## config.mk

```make
export PLATFORM = sky130hd
export DESIGN_NAME = uart_tx_arbiter
export DESIGN_NICKNAME = d
export VERILOG_FILES = /design/src/rtl/uart_ctrl_pkg.sv /design/src/rtl/rr_arbiter.sv /design/src/rtl/uart_tx_arbiter.sv
export SDC_FILE = /design/constraint.sdc
export NUM_CORES = 1
export LEC_CHECK = 0
export BUFFER_PORTS_ARGS = -buffer_cell sky130_fd_sc_hd__buf_4
export CAP_MARGIN = 0
export CORE_MARGIN = 2
export CORE_UTILIZATION = 45
export DETAILED_ROUTE_END_ITERATION = 16
export HOLD_SLACK_MARGIN = 0.03
export PLACE_DENSITY = 0.73
export SLEW_MARGIN = 20
export SYNTH_ARGS = -nofsm -noshare
export SYNTH_HDL_FRONTEND = slang
export SYNTH_SLANG_ARGS = --single-unit
```

## constraint.sdc

```tcl
create_clock -name clk -period 3.2 [get_ports clk]
set_input_delay 0.64 -clock clk [delete_from_list [all_inputs] [get_ports clk]]
set_output_delay 0.64 -clock clk [all_outputs]
set_load 0.02 [all_outputs]
```

## src/rtl/uart_ctrl_pkg.sv

```systemverilog
// Shared types and constants for the UART transmit control slice.
// Holds the arbiter FSM state encoding and a width helper.
package uart_ctrl_pkg;

  localparam int UART_DATA_W = 8;

  typedef enum logic [1:0] {
    IDLE,
    ISSUE,
    WAIT_BUSY,
    WAIT_DONE
  } tx_arb_state_t;

  // Ceiling log2; constant-evaluable for parameter widths.
  function automatic int clog2(input int value);
    int r;
    r = 0;
    for (int i = 0; i < 31; i++) begin
      if ((1 << i) < value) r = i + 1;
    end
    return r;
  endfunction

endpackage

```

## src/rtl/rr_arbiter.sv

```systemverilog
// Combinational round-robin picker: first request at or above i_ptr, wrapping.
// Zero latency; no state, so no backpressure of its own.
module rr_arbiter #(
  parameter int N  = 4,
  parameter int IW = 2
) (
  input  logic [N-1:0]  i_req,
  input  logic [IW-1:0] i_ptr,
  output logic [N-1:0]  o_gnt,
  output logic [IW-1:0] o_idx,
  output logic          o_any
);

  int              w_j;
  logic [IW-1:0]   w_jx;

  always_comb begin
    o_gnt = '0;
    o_idx = '0;
    o_any = 1'b0;
    w_j   = 0;
    w_jx  = '0;
    for (int k = 0; k < N; k++) begin
      w_j = int'(i_ptr) + k;
      if (w_j >= N) w_j = w_j - N;
      w_jx = IW'(w_j);
      if (!o_any && i_req[w_jx]) begin
        o_gnt[w_jx] = 1'b1;
        o_idx       = w_jx;
        o_any       = 1'b1;
      end
    end
  end

endmodule

```

## src/rtl/uart_tx_arbiter.sv

```systemverilog
// Round-robin share of one UART transmitter; accept-to-uart_en is 1 cycle.
// req_ready only in IDLE with tx_busy low, so sources stall while a frame is in flight.
module uart_tx_arbiter
  import uart_ctrl_pkg::*;
#(
  parameter  int N_REQ         = 4,
  parameter  int DATA_W        = UART_DATA_W,
  parameter  int START_TIMEOUT = 64,
  localparam int GW            = clog2(N_REQ),
  localparam int TW            = clog2(START_TIMEOUT)
) (
  input  logic                    clk,
  input  logic                    rstn,
  input  logic [N_REQ-1:0]        req_valid,
  input  logic [N_REQ*DATA_W-1:0] req_data,
  output logic [N_REQ-1:0]        req_ready,
  output logic [DATA_W-1:0]       uart_data,
  output logic                    uart_en,
  input  logic                    tx_busy,
  output logic [GW-1:0]           grant_id,
  output logic                    busy,
  output logic                    frame_done,
  output logic                    err_timeout
);

  localparam logic [TW-1:0] TIMER_LAST = TW'(START_TIMEOUT - 1);
  localparam logic [GW-1:0] IDX_LAST   = GW'(N_REQ - 1);

  tx_arb_state_t     r_state;
  tx_arb_state_t     w_state_nxt;
  logic [GW-1:0]     r_ptr;
  logic [TW-1:0]     r_timer;
  logic [TW-1:0]     w_timer_nxt;
  logic [DATA_W-1:0] r_data;
  logic [GW-1:0]     r_gid;
  logic              r_en;
  logic              r_busy;
  logic              r_done;
  logic              r_err;
  logic [N_REQ-1:0]  w_gnt;
  logic [GW-1:0]     w_idx;
  logic              w_any;
  logic              w_accept;
  logic              w_timeout;
  logic              w_finish;

  rr_arbiter #(
    .N  (N_REQ),
    .IW (GW)
  ) u_rr (
    .i_req (req_valid),
    .i_ptr (r_ptr),
    .o_gnt (w_gnt),
    .o_idx (w_idx),
    .o_any (w_any)
  );

  assign w_timer_nxt = (r_timer == TIMER_LAST) ? r_timer : r_timer + 1'b1;

  always_comb begin
    w_state_nxt = r_state;
    w_accept    = 1'b0;
    w_timeout   = 1'b0;
    w_finish    = 1'b0;
    req_ready   = '0;
    case (r_state)
      IDLE: begin
        if (w_any && !tx_busy) begin
          w_accept    = 1'b1;
          req_ready   = w_gnt;
          w_state_nxt = ISSUE;
        end
      end
      ISSUE: w_state_nxt = WAIT_BUSY;
      WAIT_BUSY: begin
        if (tx_busy) begin
          w_state_nxt = WAIT_DONE;
        end else if (w_timer_nxt == TIMER_LAST) begin
          // Transmitter never started: drop the byte rather than retry.
          w_timeout   = 1'b1;
          w_state_nxt = IDLE;
        end
      end
      WAIT_DONE: begin
        if (!tx_busy) begin
          w_finish    = 1'b1;
          w_state_nxt = IDLE;
        end
      end
      default: w_state_nxt = IDLE;
    endcase
  end

  always_ff @(posedge clk or negedge rstn) begin
    if (!rstn) begin
      r_state <= IDLE;
      r_ptr   <= '0;
      r_timer <= '0;
      r_data  <= '0;
      r_gid   <= '0;
      r_en    <= 1'b0;
      r_busy  <= 1'b0;
      r_done  <= 1'b0;
      r_err   <= 1'b0;
    end else begin
      r_state <= w_state_nxt;
      r_busy  <= (w_state_nxt != IDLE);
      r_en    <= w_accept;
      r_done  <= w_finish;
      if (w_timeout) r_err <= 1'b1;
      if (w_accept) begin
        r_data <= req_data[w_idx*DATA_W +: DATA_W];
        r_gid  <= w_idx;
        r_ptr  <= (w_idx == IDX_LAST) ? '0 : w_idx + 1'b1;
      end
      if (r_state == ISSUE) begin
        r_timer <= '0;
      end else if (r_state == WAIT_BUSY && !tx_busy) begin
        r_timer <= w_timer_nxt;
      end
    end
  end

  assign uart_data   = r_data;
  assign uart_en     = r_en;
  assign grant_id    = r_gid;
  assign busy        = r_busy;
  assign frame_done  = r_done;
  assign err_timeout = r_err;

endmodule

```

==> flow_summary_export.csv <==
group,metric,value,unit
finish,multiInputGateArea,1120,sq um
finish,final_area,2330,sq um
power,power,0.00201,W
grt,gr-total-overflow,0,
floorplan,core-area,3940,sq um
timing,grt_setup_unrepaired,"no",
timing,slew_viol_final,0,
power,leakage,1.07,nW
synthesis,synthesis.nets,248,
synthesis,ys_types,43,
grt,grt_pass1_vias,1539,
timing,setup_viol,0,
routing,first_pass_iters,4,
finish,layout_common_cells,"58 x buf_4, 24 x dfrtp_1, 23 x nand2_1",
grt,grt_start_max_net_pins,25,
clock_network,cts_tree,"done",
setup_path,crit_arrival,2320,ps
synthesis,synthMuxAreaShare,15.4,%
timing,timing.final.crit_period,2960,ps
floorplan,dieWidth,67.8,um
finish,drive_gt1_share,30.8,%
run_status,status,"complete, no violations",
floorplan,fp-row-count,23,
finish,area_growth,27.4,%
synthesis,yosysSeqAreaShare,32.8,%
synthesis,synth_xor_area_share,0,%
timing,fin_crit_sh,92.6,%
flow_run,maxCapViolCount,0,
timing,fmax,338,MHz
routing,wirelength,4260,um
finish,finalCoreUtilization,59.1,%
routing,drc,0,
setup_path,r2r-start,"r_ptr[0]",
timing,tns,0,ps
synthesis,async_reset_ff_share,100,%
synthesis,synth_adder_area_share,6.84,%
clock_network,cts_root_buf,"clkbuf_8",
setup_path,r2r_setup_slack,610,ps
floorplan,dieArea,4590,sq um
synthesis,yosys_warnings,0,
setup_path,path_cells,"inv_2, ha_2, nor2b_1, nor2b_1, a21boi_1, nand2_2, a221oi_1, nor2_1, buf_4",
synthesis,synth_seq_cells,24,
power,power.density,863,nW/um^2
synthesis,synthCells,199,
clock_network,numClockSinks,24,
timing,maxSlewHeadroom,60.6,%
grt,grt_usage,19.7,%
setup_path,critPathRequiredTime,2560,ps
floorplan,pin_count,57,
synthesis,syn_area,1830,sq um
synthesis,avgSynthCellArea,9.19,sq um
floorplan,start_util,46.4,%
grt,grt_pass1_wl,6980,um
min_path,hp-class,"input pin to asynchronous set/reset pin",
finish,ff_latch_area,601,sq um
routing,drt_iter0_markers,77,
clock_network,clock_latency,270,ps
synthesis,synth_top_area_share,32.8,%
placement,dpl_cell_area,2250,sq um
synthesis,synth_top_family_by_area,"simple AND/OR/NAND/NOR gates",
setup_path,cp-start-kind,"flop",
setup_path,cp_common_cell,"nor2b_1",
synthesis,synth.largest_area_cell,"dfrtp_1",
synthesis,synth_ff_type,"dfrtp_1",
grt,grt_antenna_before_repair,0,
floorplan,die_y,67.8,um
clock_network,cts.clk_slew.worst_paths,90,ps
clock_network,clockBufferDepth,2,
timing,clock_skew,6.78,ps
routing,via_per_inst,5.67,
synthesis,synth_edf_count,0,
routing,wl_per_cell,14.4,um
setup_path,crit_slowest_cell,"dfrtp_1",
placement,dp_hpwl,3160,um
placement,place_congestion,0.809,
clock_network,cts-buffers-inserted,3,
setup_path,critPathCapture,"req_ready[3]",
finish,nets,297,
finish,final.fill_count,358,
routing,drtAntennaViolNets,0,
clock_network,htreeDepth,1,
synthesis,synthTopCellsByArea,"dfrtp_1 33%, mux2i_1 9.8%, ha_1 6.8%",
setup_path,cpPeakStageDelay,390,ps
setup_path,criticalPathCategory,"flop to output pin",
finish,final_common_cell,"buf_4",
routing,dr_total_vias,1685,
timing,whs,252,ps
clock_network,cts_hold_buffers,0,
setup_path,rr_endpoint,"r_ptr[1]",
timing,worst_pin_slew,591,ps
finish,antenna_cells,0,
setup_path,crit_fanout,7,
setup_path,worstRegToRegCells,9,
synthesis,yosys.area_share.simple,19.3,%
placement,numPortBuffers,56,
power,ir_drop,0.387,mV
timing,hold_viol_final,0,
setup_path,startpoint,"r_ptr[0]",
setup_path,cp-end-kind,"output pin",
synthesis,synth-compound-area-share,19.1,%
-- synth_stat cells (4+ instances only) --
library cell   n
dfrtp_1       24
nand2_1       24
mux2i_1       18
nor2_1        18
ha_1          10
clkbuf_1       8
o21ai_0        8
o221ai_1       8
a21oi_1        7
a221oi_1       5
a31oi_1        5
nor2b_1        5
a22oi_1        4
inv_1          4
nor3_1         4
-- how the worst min path moves through the flow --
stage	endpoint	slack, ps	start	cells after the start
3_3_place_gp	grant_id[0]	460	grant_id[0]	2
5_1_grt	r_ptr[0]	270	rstn	1
3_5_place_dp	grant_id[0]	470	grant_id[0]	2
2_1_floorplan	busy	340	rstn	0
6_report	r_ptr[0]	250	rstn	1
4_1_cts	r_ptr[0]	260	rstn	1
-- area by class of cell --
cell class / count / area share [%]
clock buffers: 3 / 1.77
clock inverters: 1 / 1.29
well taps: 50 / 2.68
multi-input cells: 155 / 48.1
flip-flops and latches: 24 / 25.8
repair buffers: 59 / 19.5
inverters: 5 / 0.805
-- worst max-delay path, delay by kind of cell (launching register included) --
family | cells | cell delay [ps]
and+or+nand+nor | 4 | 490
DFF | 1 | 390
AOI/OAI and AO/OA | 2 | 530
adders and majority gates | 1 | 340
buffers and inverters | 2 | 300
-- cell families (layout without fill, tap and decap cells) --
| group | Yosys count | after routing |
|---|---|---|
| compound gates | 49 | 49 |
| flops | 24 | 24 |
| mux | 24 | 24 |
| fa+ha+maj | 10 | 10 |
| buf+inv | 20 | 68 |
| simple gates | 72 | 72 |
-- through the flow --
stage	std cells	worst slack, ps
final	297	237
after global routing	297	31.4
after CTS	297	38.3
after detailed placement	293	332
after global placement	293	425
after floorplan	199	164
-- registers in the layout, indices dropped and copies added, names as in the netlist --
register,flops
grant_id,2
r_state,2
uart_en,1
r_timer,6
frame_done,1
busy,1
r_ptr,2
uart_data,8
err_timeout,1
-- power by group --
group          internal, W  switching, W  leakage (nW)
sequential        0.000408      0.000103         0.308
combinational     0.000575      0.000662         0.727
clock             0.000167     0.0000955        0.0357
-- routing by layer --
| layer | track usage (%) | up-vias | part of all wire [%] |
|---|---|---|---|
| li1 | - | 836 | - |
| met1 | 27.5 | 789 | 45 |
| met2 | 32.4 | 56 | 48 |
| met3 | 4.00 | 4 | 6.8 |
| met4 | 2.81 | 0 | 0.63 |
| met5 | 0 | - | 0 |
-- timing repair --
action                                 in CTS  in global routing
endpoints found under the hold margin       0                  0
setup buffers                               0                  0
setup endpoints to repair                   0                  4
gates resized for setup                     0                  5
Power figures use the tool's default switching activity.
